**src/rtl/mem_wb_writeback_pkg.sv**
```systemverilog
// Shared writeback-source encoding and load funct3 codes for the RV32I pipeline.
package mem_wb_writeback_pkg;

   typedef enum logic [1:0] {
      WB_ALU  = 2'b00,
      WB_LOAD = 2'b01,
      WB_PC4  = 2'b10,
      WB_RSVD = 2'b11
   } wbsrc_t;

   localparam logic [2:0] F3_LB  = 3'b000;
   localparam logic [2:0] F3_LH  = 3'b001;
   localparam logic [2:0] F3_LW  = 3'b010;
   localparam logic [2:0] F3_LBU = 3'b100;
   localparam logic [2:0] F3_LHU = 3'b101;

   function automatic logic is_half_load(input logic [2:0] funct3);
      return (funct3 == F3_LH) || (funct3 == F3_LHU);
   endfunction

endpackage

```
**src/rtl/mem_wb_writeback_load_formatter.sv**
```systemverilog
// Combinational load-data extraction and alignment check for LB/LH/LW/LBU/LHU.
module load_formatter
   import mem_wb_writeback_pkg::*;
#(
   parameter int XLEN = 32
) (
   input  logic [XLEN-1:0] rdata,
   input  logic [1:0]      off,
   input  logic [2:0]      funct3,
   output logic [XLEN-1:0] data,
   output logic            mis
);

   logic [7:0]  byte_sel;
   logic [15:0] half_sel;

   always_comb begin
      byte_sel = rdata[{off, 3'b000} +: 8];
      half_sel = rdata[{off[1], 4'b0000} +: 16];
      data     = '0;
      mis      = 1'b0;
      case (funct3)
         F3_LB:  data = {{(XLEN-8){byte_sel[7]}}, byte_sel};
         F3_LBU: data = {{(XLEN-8){1'b0}}, byte_sel};
         F3_LH:  data = {{(XLEN-16){half_sel[15]}}, half_sel};
         F3_LHU: data = {{(XLEN-16){1'b0}}, half_sel};
         F3_LW: begin
            data = rdata;
            mis  = (off != 2'b00);
         end
         default: data = '0;
      endcase
      // Halfwords only need 2-byte alignment; the half select itself ignores off[0].
      if (is_half_load(funct3)) begin
         mis = off[0];
      end
   end

endmodule

```
**src/rtl/mem_wb_writeback.sv**
```systemverilog
// MEM/WB pipeline register with writeback select, misaligned-load flag and retire counter.
module mem_wb_writeback
   import mem_wb_writeback_pkg::*;
#(
   parameter int XLEN  = 32,
   parameter int CNT_W = 32
) (
   input  logic             clk,
   input  logic             rst,
   input  logic             stall,
   input  logic             flush,
   input  logic             mem_valid,
   input  logic             mem_ruwr,
   input  logic [4:0]       mem_rd,
   input  logic [1:0]       mem_wbsrc,
   input  logic [2:0]       mem_funct3,
   input  logic [XLEN-1:0]  mem_alu_res,
   input  logic [XLEN-1:0]  mem_rdata,
   input  logic [XLEN-1:0]  mem_pc_inc,
   output logic             RUWr,
   output logic [4:0]       rd,
   output logic [XLEN-1:0]  RUDataWr,
   output logic             wb_valid,
   output logic             load_misalign,
   output logic [CNT_W-1:0] retired
);

   wbsrc_t          wbsrc;
   logic [XLEN-1:0] ld_data;
   logic [XLEN-1:0] sel;
   logic            ld_mis;
   logic            mis;
   logic            wr_en;

   assign wbsrc = wbsrc_t'(mem_wbsrc);

   load_formatter #(.XLEN(XLEN)) u_load_formatter (
      .rdata  (mem_rdata),
      .off    (mem_alu_res[1:0]),
      .funct3 (mem_funct3),
      .data   (ld_data),
      .mis    (ld_mis)
   );

   always_comb begin
      sel = '0;
      case (wbsrc)
         WB_ALU:  sel = mem_alu_res;
         WB_LOAD: sel = ld_data;
         WB_PC4:  sel = mem_pc_inc;
         default: sel = '0;
      endcase
   end

   assign mis   = mem_valid & (wbsrc == WB_LOAD) & ld_mis;
   assign wr_en = mem_valid & mem_ruwr & (mem_rd != 5'd0) & ~mis & (wbsrc != WB_RSVD);

   always_ff @(posedge clk) begin
      if (rst) begin
         RUWr          <= 1'b0;
         rd            <= 5'd0;
         RUDataWr      <= '0;
         wb_valid      <= 1'b0;
         load_misalign <= 1'b0;
         retired       <= '0;
      end else if (flush) begin
         // Bubble into WB; the retire count is not touched by a flush.
         RUWr          <= 1'b0;
         rd            <= 5'd0;
         RUDataWr      <= '0;
         wb_valid      <= 1'b0;
         load_misalign <= 1'b0;
      end else if (!stall) begin
         RUWr          <= wr_en;
         rd            <= mem_rd;
         RUDataWr      <= sel;
         wb_valid      <= mem_valid;
         load_misalign <= mis;
         retired       <= retired + {{(CNT_W-1){1'b0}}, mem_valid};
      end
   end

endmodule

```
**config.mk**
```make
export PLATFORM = sky130hd
export DESIGN_NAME = mem_wb_writeback
export DESIGN_NICKNAME = d
export VERILOG_FILES = /design/src/rtl/mem_wb_writeback_pkg.sv /design/src/rtl/mem_wb_writeback_load_formatter.sv /design/src/rtl/mem_wb_writeback.sv
export SDC_FILE = /design/constraint.sdc
export NUM_CORES = 1
export LEC_CHECK = 0
export CORE_ASPECT_RATIO = 0.8
export CORE_UTILIZATION = 38
export DETAILED_ROUTE_END_ITERATION = 8
export PLACE_DENSITY = 0.85
export SYNTH_ARGS = -nofsm -noshare
export SYNTH_HDL_FRONTEND = slang
export SYNTH_SLANG_ARGS = --single-unit
```
**constraint.sdc**
```tcl
create_clock -name clk -period 2.15 [get_ports clk]
set_clock_uncertainty 0.1 [all_clocks]
set_input_delay 0.645 -clock clk [delete_from_list [all_inputs] [get_ports clk]]
set_output_delay 0.645 -clock clk [all_outputs]
set_load 0.02 [all_outputs]
```
# ---- Word-level counts from Yosys, hierarchy flattened
# Index checks and enable logic that the tools add are counted.
dict set report classes {
  n_eq_ne 7
  n_mux 4
  n_reduce_logical 7
  bitwise_logic 9
  add_sub_neg 1
  n_shift 2
}
# cell n
set op_table {}
lappend op_table {{$pmux W32 S5} 1}
lappend op_table {{$pmux W32 S3} 1}
lappend op_table {{$add A32 B1 Y32} 1}
lappend op_table {{$shiftx A32 B6 Y16} 1}
lappend op_table {{$shiftx A32 B6 Y8} 1}
lappend op_table {{$and A1 B1 Y1} 6}
lappend op_table {{$eq A3 B3 Y1 const B} 2}
lappend op_table {{$reduce_bool A5 Y1} 1}
lappend op_table {{$eq A3 B1 Y1 const B} 1}
lappend op_table {{$eq A3 B2 Y1 const B} 1}
lappend op_table {{$logic_not A3 Y1} 1}
lappend op_table {{$not A1 Y1} 3}
lappend op_table {{$eq A2 B1 Y1 const B} 1}
lappend op_table {{$eq A2 B2 Y1 const B} 1}
lappend op_table {{$logic_not A2 Y1} 1}
lappend op_table {{$mux W1} 2}
lappend op_table {{$ne A2 B2 Y1 const B} 1}
lappend op_table {{$reduce_and A2 Y1} 1}
lappend op_table {{$reduce_bool A2 Y1} 1}
lappend op_table {{$reduce_or A2 Y1} 1}
lappend op_table {{$logic_or A1 B1 Y1} 1}
dict set report word_totals {
  wordCells 36
  ff_bits 72
  in_bits 112
  out_inout_bits 72
}

# ---- Longest topological paths before layout
dict set report depth {
  word_depth 7
  mapped_depth 9
  depth_no_buf 7
}

# ---- Cells and area by module
# From an unflattened synthesis, not the netlist that was laid out.
dict set report hier_totals {
  hier_cells 554
  hier_area_um2 4531.8
}
# mod cells_per_inst area_each_um2 instances seq_area_each_um2
set modules_own_cells {}
lappend modules_own_cells {mem_wb_writeback 432 3688.5 1 1441.4}
lappend modules_own_cells {load_formatter 122 843.3 1 0.0}

# ---- Worst setup path before layout
# Ideal clock, no wire load.
dict set report synth_timing {
  path_kind {input to register}
  startpoint {input port stall}
  endpoint {register retired[15]}
  arrival_ns 2.020
  setup_slack_ns -0.098
  stages 5
  cell_sequence {or3b_4 > or2_4 > or4_4 > xnor2_1 > nor2_1}
}
dict set report synth_between {
  elab_chain_len 2
}
# element line_no
set synth_rtl {}
lappend synth_rtl {{from (decl)} mem_wb_writeback.sv:10} ;# input logic stall,
lappend synth_rtl {{$not A1 Y1 (no line)} -}
lappend synth_rtl {{$reduce_and A2 Y1 (no line)} -}
lappend synth_rtl {{to (signal assigned)} mem_wb_writeback.sv:79} ;# retired <= retired + {{(CNT_W-1){1'b0}}, mem_valid};
lappend synth_rtl {{to (decl)} mem_wb_writeback.sv:25} ;# output logic [CNT_W-1:0] retired
# No other way between the ends.
# A chain may end at the register's enable or synchronous reset.

# ---- Final worst setup path
dict set report layout_timing {
  startpoint {register retired[20]}
  endpoint {output port retired[20]}
}
# No word-level cell between the ends.

==> flow_metrics.tcl <==
set metrics [dict create \
    finalSetupViolCount 1 \
    drv_slew 0 \
    synthCells 507 \
    fmax_mhz 465 \
    vias 4611 \
    firstDrtPassIters 6 \
    holdBufCountCts 0 \
    ys_warn_count 0 \
    first_global_vias 4554 \
    track_usage_pct 25.9 \
    layout_common_cells "clkdlybuf4s50_1, dfxtp_1, nand2_1, nor2_1" \
    grt_first_pass_wirelength_um 23000 \
    routedWlPerCell_um 17.4 \
    start_util_pct 39.6 \
    ys_ff_latch 72 \
    syn_area_um2 4120 \
    worstPathBufferInverterCount 1 \
    tightest_slew_ps 545 \
    worstPathArrival_ps 1410 \
    synth_area_leader_cell "dfxtp_1" \
    drc 0 \
    layout_commonest_cell "clkdlybuf4s50_1" \
    via_per_inst 5.34 \
    cts_tree "yes" \
    ctsLongestPathBuffers 2 \
    synth_edf_count 0 \
    outcome "complete, but fails checks" \
    syn_avg_cell_area_um2 8.12 \
    hp-class "reg2reg" \
    insertedDiodeCount 0 \
    area_delta_synth_final_pct 64.0 \
    yosysTopAreaCellShare_pct 35.0 \
    clock_sinks 72 \
    dpl_worst_slack_ps -581 \
    placed_cells 846 \
    grt_max_degree 45 \
    core_area_um2 10400 \
    grt_busiest_layer "met2" \
    violations "negative setup slack" \
    worst_path_largest_cell_delay_ps 660 \
    die_area_um2 11300 \
    io_buffers 183 \
    synth_fp_nets 621 \
    ys_top_cells_by_area "dfxtp_1, mux2i_1, a21oi_1" \
    use_met1_pct 33.8 \
    hold_viol 0 \
    relSlewSlack_pct 63.6 \
    insertion_delay_ps 330 \
    clk_pin_slew_ps 60 \
    die_width_um 118 \
    stdcell_count 864 \
    total_power_mw 3.55 \
    htreeDepth 3 \
    numCtsBuffers 9 \
    irDropWorstVdd_uv 494 \
    grt_antenna_before_repair 0 \
    post-route-period-util_pct 100 \
    path_class "reg2out" \
    die_h_um 95.1 \
    p_leak_nw 2.80 \
    worstPathRequired_ps 1400 \
    fin_nets 833 \
    synth-main-ff-cell "dfxtp_1" \
    fin_crit_ps 2150 \
    setup_ws_ps -1.67 \
    ys_seq_area_share_pct 35.0 \
    maxCapViolations 0 \
    cp_max_fo 4 \
    crit_family "buffers and inverters" \
    path_cells "clkdlybuf4s50_1" \
    fillCellCount 877 \
    wirelength_um 15000 \
    dpl.hpwl_um 11500 \
    place.gp.congestion 1.01 \
    io_pins 184 \
    overflow 0 \
    num_rows 33 \
    ant_nets 0 \
    p_per_area_nw_per_um2 525 \
    synthArstFlopShare_pct 0 \
    cp_slowest_cell "clkdlybuf4s50_1" \
    grtUsageMet3_pct 5.32 \
    drive_above_1_share_pct 13.7 \
    start_kind "register" \
    cts_root_buf "clkbuf_16" \
    use_met2_pct 42.5 \
    endpoint_kind "primary output" \
    synth.distinct_cells 47 \
    drtIter0Drc 336 \
]
## metal layers
metal,vias up,part of all wire [%],routed length [um]
met5,-,0,0
met4,0,2.8,424
met3,36,7.0,1050
met2,203,46,6860
met1,2142,45,6690
li1,2230,-,-
## registers in the layout, indices dropped and copies added (netlist names)
register,cells
RUDataWr,32
retired,32
RUWr,1
rd,5
wb_valid,1
load_misalign,1
## logic make-up (layout without fill, tap and decap cells)
kind of cell | count (synthesis) | after routing | share of synthesized area, %
XOR/XNOR | 30 | 30 | 6.38
AO/OA/AOI/OAI | 141 | 141 | 20.7
adder cells (fa/ha/maj) | 2 | 2 | 0.608
buffers and inverters | 41 | 258 | 4.04
multiplexers | 53 | 53 | 13.4
AND/OR/NAND/NOR | 168 | 168 | 19.8
flip-flops | 72 | 72 | 35.0
## power by group
group	internal, mW	switching, mW	total (mW)
clock network	0.898	0.610	1.51
logic	0.376	0.301	0.678
registers	1.35	0.00980	1.36
total	2.63	0.921	3.55
## cell type report
type                    instances  area [um^2]  area share, %
multi-input cells             394         2540           37.7
repair buffers                238         2280           33.7
flip-flops and latches         72         1440           21.3
clock buffers                   9          225           3.34
well taps                     140          175           2.59
clock inverters                 7         72.6           1.07
inverters                       4         15.0          0.222
## synthesized netlist by cell type (2+ instances only)
library cell   n
dfxtp_1       72
nand2_1       59
nor2_1        52
a21oi_1       49
mux2i_1       45
o21ai_0       38
clkbuf_1      26
xor2_1        25
o21a_1        16
nand3_1       13
nand4_1       13
buf_2         10
a211oi_1       8
a22oi_1        8
mux2_2         7
nor2b_1        5
xnor2_1        5
a21o_1         4
a221o_1        4
inv_1          4
o22ai_1        4
a221oi_1       3
and3_1         3
nand2b_1       3
and3b_1        2
and4_1         2
ha_1           2
nor3_1         2
nor3b_2        2
o32ai_1        2
or2_2          2
or4_1          2
## through the flow
stage / TNS, ps / cell area, um^2 / hold WS (ps) / utilization, %
2_1_floorplan: 0 / 4130 / 445 / -
3_3_place_gp: -26860 / 6420 / 366 / 61.7
3_5_place_dp: -29460 / 6420 / 365 / 61.7
4_1_cts: 0 / 6720 / 374 / 64.5
5_1_grt: -39.8 / 6750 / 400 / 64.9
6_report: -1.67 / 6750 / 368 / 64.9
## worst paths after layout
| path | startpoint | end | slack [ps] | cells past startpoint |
|---|---|---|---|---|
| worst max-delay path | retired[20]$_SDFFE_PP0P_ | retired[20] | -2 | 1 |
| worst min-delay path | RUWr$_SDFFE_PP0N_ | RUWr$_SDFFE_PP0N_ | 370 | 2 |
| worst max register to register | retired[0]$_SDFFE_PP0P_ | retired[26]$_SDFFE_PP0P_ | 220 | 8 |
| worst min register to register | RUWr$_SDFFE_PP0N_ | RUWr$_SDFFE_PP0N_ | 370 | 2 |
## what timing repair did
| item | CTS | global route |
|---|---|---|
| gates cloned | 0 | 1 |
| pin swaps | 1 | 2 |
| gates resized for setup | 21 | 16 |
| setup endpoints to repair | 61 | 41 |
| setup buffers | 0 | 1 |
Note: power is estimated with default switching activity, not from simulation.
